`config.mk`:
```
export PLATFORM = sky130hd
export DESIGN_NAME = video_scan_gen_flat
export DESIGN_NICKNAME = d
export VERILOG_FILES = /design/src/rtl/video_scan_gen_if.sv /design/src/rtl/video_scan_gen.sv /design/src/flat_wrapper.sv
export SDC_FILE = /design/constraint.sdc
export NUM_CORES = 1
export LEC_CHECK = 0
export ABC_AREA = 0
export CORE_MARGIN = 5
export CORE_UTILIZATION = 45
export CTS_BUF_LIST = sky130_fd_sc_hd__clkbuf_4 sky130_fd_sc_hd__clkbuf_8 sky130_fd_sc_hd__clkbuf_16
export CTS_CLUSTER_SIZE = 30
export DETAILED_ROUTE_END_ITERATION = 7
export PLACE_DENSITY_LB_ADDON = 0.3
export SYNTH_ARGS = -nofsm -noshare
export SYNTH_HDL_FRONTEND = slang
export SYNTH_SLANG_ARGS = --single-unit
```
`constraint.sdc`:
```
create_clock -name clk -period 2.6 [get_ports clk]
set_input_delay 0.26 -clock clk [delete_from_list [all_inputs] [get_ports clk]]
set_output_delay 0.26 -clock clk [all_outputs]
set_load 0.005 [all_outputs]
```
`src/rtl/video_scan_gen_if.sv`:
```
// Pixel-coordinate interface between the raster timing generator (master) and overlay/draw consumers.
// Carries frame_cnt only when SCAN_FRAME_CNT_EN is defined.
interface video_scan_gen_if;
  logic        pix_ce;
  logic [10:0] gr_x;
  logic [9:0]  gr_y;
  logic        en;
  logic        hsync;
  logic        vsync;
  logic        line_start;
  logic        frame_start;
`ifdef SCAN_FRAME_CNT_EN
  logic [15:0] frame_cnt;

  modport master (input pix_ce, output gr_x, gr_y, en, hsync, vsync, line_start, frame_start, frame_cnt);
  modport slave  (output pix_ce, input gr_x, gr_y, en, hsync, vsync, line_start, frame_start, frame_cnt);
`else
  modport master (input pix_ce, output gr_x, gr_y, en, hsync, vsync, line_start, frame_start);
  modport slave  (output pix_ce, input gr_x, gr_y, en, hsync, vsync, line_start, frame_start);
`endif
endinterface

```
`src/rtl/video_scan_gen.sv`:
```
// Raster timing generator: walks active area plus blanking one pixel per pix_ce, driving coordinates,
// syncs and line/frame strobes. Define SCAN_FRAME_CNT_EN to add a 16-bit frame counter output.
module video_scan_gen #(
  parameter int unsigned H_ACTIVE = 1024,
  parameter int unsigned H_FP     = 24,
  parameter int unsigned H_SYNC   = 136,
  parameter int unsigned H_BP     = 160,
  parameter int unsigned V_ACTIVE = 768,
  parameter int unsigned V_FP     = 3,
  parameter int unsigned V_SYNC   = 6,
  parameter int unsigned V_BP     = 29,
  parameter bit          HS_POL   = 1'b0,
  parameter bit          VS_POL   = 1'b0
) (
  input logic              clk,
  input logic              reset,
  video_scan_gen_if.master bus
);
  localparam int unsigned HW         = 11;
  localparam int unsigned VW         = 10;
  localparam int unsigned HXW        = HW + 1;
  localparam int unsigned VXW        = VW + 1;
  localparam int unsigned H_TOTAL    = H_ACTIVE + H_FP + H_SYNC + H_BP;
  localparam int unsigned V_TOTAL    = V_ACTIVE + V_FP + V_SYNC + V_BP;
  localparam int unsigned H_SYNC_BEG = H_ACTIVE + H_FP;
  localparam int unsigned H_SYNC_END = H_SYNC_BEG + H_SYNC;
  localparam int unsigned V_SYNC_BEG = V_ACTIVE + V_FP;
  localparam int unsigned V_SYNC_END = V_SYNC_BEG + V_SYNC;

  if (H_TOTAL > 2048 || V_TOTAL > 1024) begin : g_bad_params
    $error("video_scan_gen: H_TOTAL must be <= 2048 and V_TOTAL <= 1024");
  end

  logic [HW-1:0] r_hcnt;
  logic [VW-1:0] r_vcnt;
  logic [HW-1:0] r_gr_x;
  logic [VW-1:0] r_gr_y;
  logic          r_en;
  logic          r_hsync;
  logic          r_vsync;
  logic          r_line_start;
  logic          r_frame_start;

  logic [HW-1:0] w_hcnt_nxt;
  logic [VW-1:0] w_vcnt_nxt;
  logic          w_h_wrap;
  logic          w_active;
  logic          w_h_sync;
  logic          w_v_sync;
  logic          w_line_wrap;
  logic          w_frame_wrap;

  // Next raster position and the phase decode of that position, so outputs describe where we land.
  always_comb begin
    w_h_wrap   = (r_hcnt == HW'(H_TOTAL - 1));
    w_hcnt_nxt = w_h_wrap ? '0 : r_hcnt + HW'(1);
    w_vcnt_nxt = r_vcnt;
    if (w_h_wrap) begin
      w_vcnt_nxt = (r_vcnt == VW'(V_TOTAL - 1)) ? '0 : r_vcnt + VW'(1);
    end
    w_active     = ({1'b0, w_hcnt_nxt} < HXW'(H_ACTIVE)) && ({1'b0, w_vcnt_nxt} < VXW'(V_ACTIVE));
    w_h_sync     = ({1'b0, w_hcnt_nxt} >= HXW'(H_SYNC_BEG)) && ({1'b0, w_hcnt_nxt} < HXW'(H_SYNC_END));
    w_v_sync     = ({1'b0, w_vcnt_nxt} >= VXW'(V_SYNC_BEG)) && ({1'b0, w_vcnt_nxt} < VXW'(V_SYNC_END));
    w_line_wrap  = (w_hcnt_nxt == '0);
    w_frame_wrap = w_line_wrap && (w_vcnt_nxt == '0);
  end

  // Reset parks at the last blanking pixel so the first enabled edge lands on (0,0).
  always_ff @(posedge clk or negedge reset) begin
    if (!reset) begin
      r_hcnt        <= HW'(H_TOTAL - 1);
      r_vcnt        <= VW'(V_TOTAL - 1);
      r_gr_x        <= '0;
      r_gr_y        <= '0;
      r_en          <= 1'b0;
      r_hsync       <= ~HS_POL;
      r_vsync       <= ~VS_POL;
      r_line_start  <= 1'b0;
      r_frame_start <= 1'b0;
    end else begin
      r_line_start  <= 1'b0;
      r_frame_start <= 1'b0;
      if (bus.pix_ce) begin
        r_hcnt        <= w_hcnt_nxt;
        r_vcnt        <= w_vcnt_nxt;
        r_en          <= w_active;
        r_gr_x        <= w_active ? w_hcnt_nxt : '0;
        r_gr_y        <= w_active ? w_vcnt_nxt : '0;
        r_hsync       <= w_h_sync ? HS_POL : ~HS_POL;
        r_vsync       <= w_v_sync ? VS_POL : ~VS_POL;
        r_line_start  <= w_line_wrap;
        r_frame_start <= w_frame_wrap;
      end
    end
  end

  assign bus.gr_x        = r_gr_x;
  assign bus.gr_y        = r_gr_y;
  assign bus.en          = r_en;
  assign bus.hsync       = r_hsync;
  assign bus.vsync       = r_vsync;
  assign bus.line_start  = r_line_start;
  assign bus.frame_start = r_frame_start;

`ifdef SCAN_FRAME_CNT_EN
  logic [15:0] r_frame_cnt;

  // Counts frame_start events; reads 1 throughout the first frame after reset.
  always_ff @(posedge clk or negedge reset) begin
    if (!reset) begin
      r_frame_cnt <= '0;
    end else if (bus.pix_ce && w_frame_wrap) begin
      r_frame_cnt <= r_frame_cnt + 16'd1;
    end
  end

  assign bus.frame_cnt = r_frame_cnt;
`endif

endmodule

```
`src/flat_wrapper.sv`:
```
// flat-port wrapper written by rule: the top's interface ports become plain ports
module video_scan_gen_flat 
#(
  parameter int unsigned H_ACTIVE = 1024,
  parameter int unsigned H_FP     = 24,
  parameter int unsigned H_SYNC   = 136,
  parameter int unsigned H_BP     = 160,
  parameter int unsigned V_ACTIVE = 768,
  parameter int unsigned V_FP     = 3,
  parameter int unsigned V_SYNC   = 6,
  parameter int unsigned V_BP     = 29,
  parameter bit          HS_POL   = 1'b0,
  parameter bit          VS_POL   = 1'b0
)
  (clk, reset, bus_pix_ce, bus_gr_x, bus_gr_y, bus_en, bus_hsync, bus_vsync, bus_line_start, bus_frame_start);
  video_scan_gen_if bus_i ();
  input logic clk;
  input logic reset;
  input wire logic [$bits(bus_i.pix_ce)-1:0] bus_pix_ce;
  output wire logic [$bits(bus_i.gr_x)-1:0] bus_gr_x;
  output wire logic [$bits(bus_i.gr_y)-1:0] bus_gr_y;
  output wire logic [$bits(bus_i.en)-1:0] bus_en;
  output wire logic [$bits(bus_i.hsync)-1:0] bus_hsync;
  output wire logic [$bits(bus_i.vsync)-1:0] bus_vsync;
  output wire logic [$bits(bus_i.line_start)-1:0] bus_line_start;
  output wire logic [$bits(bus_i.frame_start)-1:0] bus_frame_start;
  assign bus_i.pix_ce = bus_pix_ce;
  assign bus_gr_x = bus_i.gr_x;
  assign bus_gr_y = bus_i.gr_y;
  assign bus_en = bus_i.en;
  assign bus_hsync = bus_i.hsync;
  assign bus_vsync = bus_i.vsync;
  assign bus_line_start = bus_i.line_start;
  assign bus_frame_start = bus_i.frame_start;
  video_scan_gen #(.H_ACTIVE(H_ACTIVE), .H_FP(H_FP), .H_SYNC(H_SYNC), .H_BP(H_BP), .V_ACTIVE(V_ACTIVE), .V_FP(V_FP), .V_SYNC(V_SYNC), .V_BP(V_BP), .HS_POL(HS_POL), .VS_POL(VS_POL)) u_core (.clk(clk), .reset(reset), .bus(bus_i));
endmodule
```
==> results of run 1 <==
## cell families (layout without fill, tap and decap cells)
logic type,Yosys count,after routing,synth area share
DFF,47,47,0.425
buffers and inverters,31,66,0.0676
muxes,7,7,0.0254
xor gates and xnor gates,14,14,0.0436
AOI/OAI and AO/OA,82,82,0.206
and+or+nand+nor,107,107,0.220
adders and majority gates,3,3,0.0133
## power by group through the flow
| stage | clock network, W | logic [W] | registers, W |
|---|---|---|---|
| CTS | 0.000669 | 0.000509 | 0.00101 |
| global route | 0.000691 | 0.000575 | 0.00103 |
| global placement | 0 | 0.000494 | 0.00102 |
| detailed placement | 0 | 0.000504 | 0.00103 |
| finish | 0.000644 | 0.000511 | 0.00102 |
| floorplan | 0 | 0.000440 | 0.000924 |
## worst register-to-register path, cell delays in order, from the launching register on
cell and delay, ns:
dfstp_2 0.59, ha_1 0.17, and3_1 0.26, nand2_1 0.23
o21ai_1 0.23, o311ai_1 0.23, a221o_1 0.32, o32a_1 0.32
## final cells by class
type / instances / area [um2]
Clock buffer: 6 / 76.3
Clock inverter: 2 / 60.1
Fill cell: 533 / 2650
Inverter: 8 / 30.0
Multi-Input combinational cell: 213 / 1450
Sequential cell: 47 / 1190
Tap cell: 75 / 93.8
Timing Repair Buffer: 50 / 443
## metal layers
metal,vias up,wire length [um],GRT usage
met5,-,0,0
met1,1107,3200,0.265
met2,51,3000,0.283
met4,0,93,0.0636
li1,1138,-,-
met3,5,338,0.0359
## flip-flops by register name (all words and copies together) (netlist names)
| register | count |
|---|---|
| u_core.bus.en | 1 |
| u_core.bus.frame_start | 1 |
| u_core.bus.gr_x | 11 |
| u_core.bus.gr_y | 10 |
| u_core.bus.hsync | 1 |
| u_core.bus.line_start | 1 |
| u_core.bus.vsync | 1 |
| u_core.r_hcnt | 11 |
| u_core.r_vcnt | 10 |
## metrics by stage
| step | power [W] | hold slack [ns] | worst slack, ns | std cells | area (um2) |
|---|---|---|---|---|---|
| finish | 0.00217 | 0.368 | 0.188 | 401 | 3350 |
| CTS | 0.00219 | 0.373 | 0.154 | 401 | 3330 |
| floorplan | 0.00136 | -0.0356 | 0.254 | 291 | 2810 |
| global route | 0.00230 | 0.391 | 0.0173 | 401 | 3350 |
| detailed placement | 0.00153 | 0.171 | 0.182 | 392 | 3180 |
| global placement | 0.00151 | 0.166 | 0.160 | 392 | 3180 |
## worst max-delay path by stage
stage,endpoint,slack (ns),cells after the start
CTS,u_core.bus.vsync$_DFFE_PN1P_,0.15,7
detailed placement,u_core.bus.gr_x[6]$_DFFE_PN0P_,0.18,10
global route,u_core.bus.gr_x[6]$_DFFE_PN0P_,0.02,10
global placement,u_core.bus.vsync$_DFFE_PN1P_,0.16,7
finish,u_core.bus.hsync$_DFFE_PN1P_,0.19,7
floorplan,u_core.bus.gr_y[1]$_DFFE_PN0P_,0.25,10
## layout by cell type (no fill, tap or decap), types with 3 or more instances in the layout
cell type and n:
o22ai_1 3, a31oi_1 5, clkdlybuf4s50_1 27, or3_1 4
inv_1 8, nand4_1 8, a21oi_1 14, mux2i_1 6
o2bb2ai_1 15, clkbuf_8 5, and4_1 4, nor2_1 21
o21ai_1 3, nor4b_2 3, buf_4 21, dfstp_2 15
o21ai_0 15, and2_1 9, nand2_1 22, a22o_1 4
nand2b_1 3, and3_1 7, dfrtp_1 32, xnor2_1 8
xor2_1 6, o31ai_1 3, nor3_1 6, nand3_1 6
## repair_timing
item	4_1_cts	5_1_grt
hold buffers	1	0
gates resized for setup	0	4
setup endpoints to repair	0	3
endpoints found under the hold margin	9	0
==> flow_summary.toml, run 1 <==
[outcome]
run_status = "finished, final reports clean"

[synthesis]
async_reset_ff_frac = 1.00
synth_nets = 297
synthTopCellsByArea = "dfrtp_1 (28%), dfstp_2 (14%), o2bb2ai_1 (4.7%)"
synth_common_cells = "dfrtp_1 (32), nand2_1 (22), nor2_1 (22)"
yosys_register_bits = 47
synth_cell_types = 57
synthFlopType = "dfrtp_1"
synth_warnings = 0
yosysTopAreaCellShare = 0.285
synth_edf_count = 0
synth.most_common_cell = "dfrtp_1"
seq_area_frac_synth = 0.425
synth_area_um2 = 2810
avgSynthCellArea_um2 = 9.67
yosysTopAreaCell = "dfrtp_1"
synth_cells = 291

[timing]
hold_viol = 0
slew_headroom = 0.546
slew_violations = 0
rsz0062_at_grt = "false"
clock.fmax_mhz = 415
fin_skew_ns = 0.00501
setup_viol = 0
finalSetupTns_ns = 0
period_minus_slack_ns = 2.41
fin_crit_sh = 0.928
worst-slew-pin-transition_ns = 0.671

[worst_setup_path]
worst-endpoint-required_ns = 2.83
r2r_end = "u_core.bus.hsync$_DFFE_PN1P_"
crit_path_end_kind = "flip-flop"
critical_path_class = "reg2reg"
crit_path_cell_trace = "ha_1, and3_1, nand2_1, o21ai_1, o311ai_1, a221o_1, o32a_1"
crit_path_start = "u_core.r_hcnt[0]$_DFFE_PN1P_"
cp_num_buf_inv = 0
crit_arrival_ns = 2.65
slowest_stage = "dfstp_2"
reg2reg_from = "u_core.r_hcnt[0]$_DFFE_PN1P_"
critPathTopFamily = "compound AO/OA/AOI/OAI gates"
start_kind = "flip-flop"
slowest_delay_ns = 0.59
critPathMaxFanout = 8
ff2ff_path_depth = 7
r2r_slack_ns = 0.19

[cells_and_area]
fin_nets = 331
syn_to_final_growth_pct = 19.0
layout-drive-gt1-share = 0.190
antenna_cells = 0
final_util = 0.558

[clocking]
clock-sinks = 47
cts_inserted_buffers = 5
cts_root_buf = "clkbuf_8"
path_clk_slew_ns = 0.09
post_cts_buffers = 0
htreeDepth = 2
clk_path_buf_depth = 2
clk_latency_ns = 0.30
cts_tree = "built"

[detailed_routing]
ant_nets = 0
drc = 0
num_vias = 2301
drt_iter0_markers = 214
drt_wl_total_mm = 6.64
drt-pass1-iter-count = 4
routed_via_density = 5.74
post_drt_wl_per_cell_um = 16.6

[grt]
grt_max_degree = 23
grt_pass1_vias = 2239
grt_pass1_wl_mm = 11.2
grt_overflow = 0
grtUsageTotal = 0.186
grt_antenna_before_repair = 0

[floorplan]
dieHeight_um = 89.1
io_pins = 29
num_rows = 28
dieArea_um2 = 7930
fp.coreArea_um2 = 5990
start_util = 0.470
fp.dieW_um = 89.1

[placement]
dp_hpwl_mm = 4.89
io_buffers = 28
gp_congestion = 0.883

[run]
drv_cap = 0

[power_and_ir_drop]
ir_drop_mv = 0.337
p_per_area_nw_per_um2 = 649
p_comb_frac = 0.235
seqPwrFrac = 0.468
p_int_w = 0.00153
power.switching_w = 0.000643
clkPwrFrac = 0.297
leakage_nw = 1.39
sw_frac_of_total = 0.296

[hold_path]
min_path_type = "in2async"
Note: power is estimated with default switching activity, not from simulation.
==> inputs of run 2 (changes only) <==
==> constraint.sdc (replaced) <==
create_clock -name clk -period 2.6 [get_ports clk]
set_input_delay 0.52 -clock clk [delete_from_list [all_inputs] [get_ports clk]]
set_output_delay 0.52 -clock clk [all_outputs]
set_load 0.005 [all_outputs]
==> flow_summary.toml, run 2 (synthesis gave the netlist of run 1 again) <==
[outcome]
run_status = "finished, final reports clean"

[clocking]
clk_latency_ns = 0.31
clock-sinks = 47
cts_root_buf = "clkbuf_8"
path_clk_slew_ns = 0.09
htreeDepth = 2
clk_path_buf_depth = 2
cts_hold_buf = 0
cts_inserted_buffers = 5
cts_tree = "built"

[floorplan]
num_rows = 28
start_util = 0.470
io_pins = 29
dieArea_um2 = 7930
fp.dieW_um = 89.1
dieHeight_um = 89.1
fp.coreArea_um2 = 5990

[timing]
slew_headroom = 0.648
hold_viol = 0
slew_violations = 0
setup_slack_ns = 0.113
worst-slew-pin-transition_ns = 0.528
fin_skew_ns = 0.00913
period_minus_slack_ns = 2.49
setup_viol = 0
fin_crit_sh = 0.957
clock.fmax_mhz = 402

[cells_and_area]
layout-drive-gt1-share = 0.205
fin_nets = 332
num-fill-cells = 522
final_common_cell = "dfrtp_1"
syn_to_final_growth_pct = 18.5
antenna_cells = 0
final_cell_mix = "dfrtp_1 (32), clkdlybuf4s50_1 (27), nand2_1 (22), nor2_1 (22), buf_4 (22)"

[detailed_routing]
ant_nets = 0
drt_wl_total_mm = 6.64
drt_iter0_markers = 157
drt-pass1-iter-count = 4
num_vias = 2349
drc = 0
routed_via_density = 5.84
post_drt_wl_per_cell_um = 16.5

[power_and_ir_drop]
p_per_area_nw_per_um2 = 608
power.total_w = 0.00203
ir_drop_mv = 0.335
leakage_nw = 1.37

[grt]
grt_max_degree = 27
grt_antenna_before_repair = 0
grt_pass1_wl_mm = 11.4
grt_overflow = 0
grtUsageTotal = 0.183
grt_pass1_vias = 2277

[worst_setup_path]
critPathMaxFanout = 12
cp_num_buf_inv = 2
critical_path_class = "reg2reg"
crit_path_start = "u_core.r_hcnt[0]$_DFFE_PN1P_"
critPathTopFamily = "simple AND/OR/NAND/NOR gates"
crit_arrival_ns = 2.66
slowest_delay_ns = 0.59
crit_path_end_kind = "flip-flop"
reg2reg_from = "u_core.r_hcnt[0]$_DFFE_PN1P_"
slowest_stage = "dfstp_2"
worst-endpoint-required_ns = 2.77
crit_path_frequent_cell = "buf_4"
crit_path_cell_trace = "ha_2, and3_2, nand4_1, buf_4, nor4b_2, a21oi_2, o211ai_1, buf_4, o32ai_1"
start_kind = "flip-flop"

[placement]
pre_cts_ws_ns = 0.109
gp_congestion = 0.926
dp_hpwl_mm = 4.80
io_buffers = 28

[hold_path]
min_path_type = "in2async"

[run]
drv_cap = 0
## run 2: worst paths after layout
kind / to / slack [ns] / cells after the start
worst max-delay path: u_core.bus.gr_x[6]$_DFFE_PN0P_ / 0.11 / 9
worst min-delay path: u_core.r_vcnt[1]$_DFFE_PN0P_ / 0.18 / 1
worst max register to register: u_core.bus.gr_x[6]$_DFFE_PN0P_ / 0.11 / 9
worst min register to register: u_core.bus.en$_DFFE_PN0P_ / 0.49 / 1
max in group asynchronous: u_core.r_vcnt[5]$_DFFE_PN1P_ / 1.82 / 2
min in group clk: u_core.bus.en$_DFFE_PN0P_ / 0.49 / 1
## run 2: metal layers
| metal | part of all wire | vias up | global-route usage |
|---|---|---|---|
| met3 | 0.047 | 7 | 0.0369 |
| li1 | - | 1146 | - |
| met1 | 0.51 | 1133 | 0.279 |
| met2 | 0.43 | 63 | 0.266 |
| met5 | 0 | - | 0 |
| met4 | 0.011 | 0 | 0.0474 |
## run 2: layout make-up
| cell class | count | area [um2] | area share |
|---|---|---|---|
| clock buffers | 7 | 96.3 | 0.0289 |
| clock inverters | 1 | 7.51 | 0.00225 |
| inverters | 8 | 30.0 | 0.00901 |
| multi-input cells | 213 | 1450 | 0.435 |
| flip-flops and latches | 47 | 1190 | 0.358 |
| well taps | 75 | 93.8 | 0.0281 |
| repair buffers | 51 | 460 | 0.138 |
## run 2: where the power goes
part	internal (W)	switching, W	total [W]	leakage (nW)
combinational	0.000275	0.000237	0.000513	0.725
sequential	0.000859	0.000154	0.00101	0.592
clock	0.000242	0.000258	0.000501	0.0505
## run 2: what timing repair did
item | in CTS | in global routing
resized for setup | 0 | 7
setup buffers | 0 | 1
setup endpoints to repair | 0 | 4
## run 2: stage by stage
stage               utilization  hold slack (ns)  cell area [um2]  TNS (ns)  cells
finish                    0.557            0.182             3330         0    402
global route              0.557            0.220             3330   -0.0378    402
CTS                       0.551            0.204             3300         0    401
detailed placement        0.534            0.472             3200         0    393
global placement          0.534            0.465             3200         0    393
floorplan                     -            0.224             2810         0    291
==> inputs of run 3 (changes only) <==
Settings changed: SLEW_MARGIN set to 20.
==> results of run 3 <==
No change in the layout: final DEF, timing and power equal those of run 2.
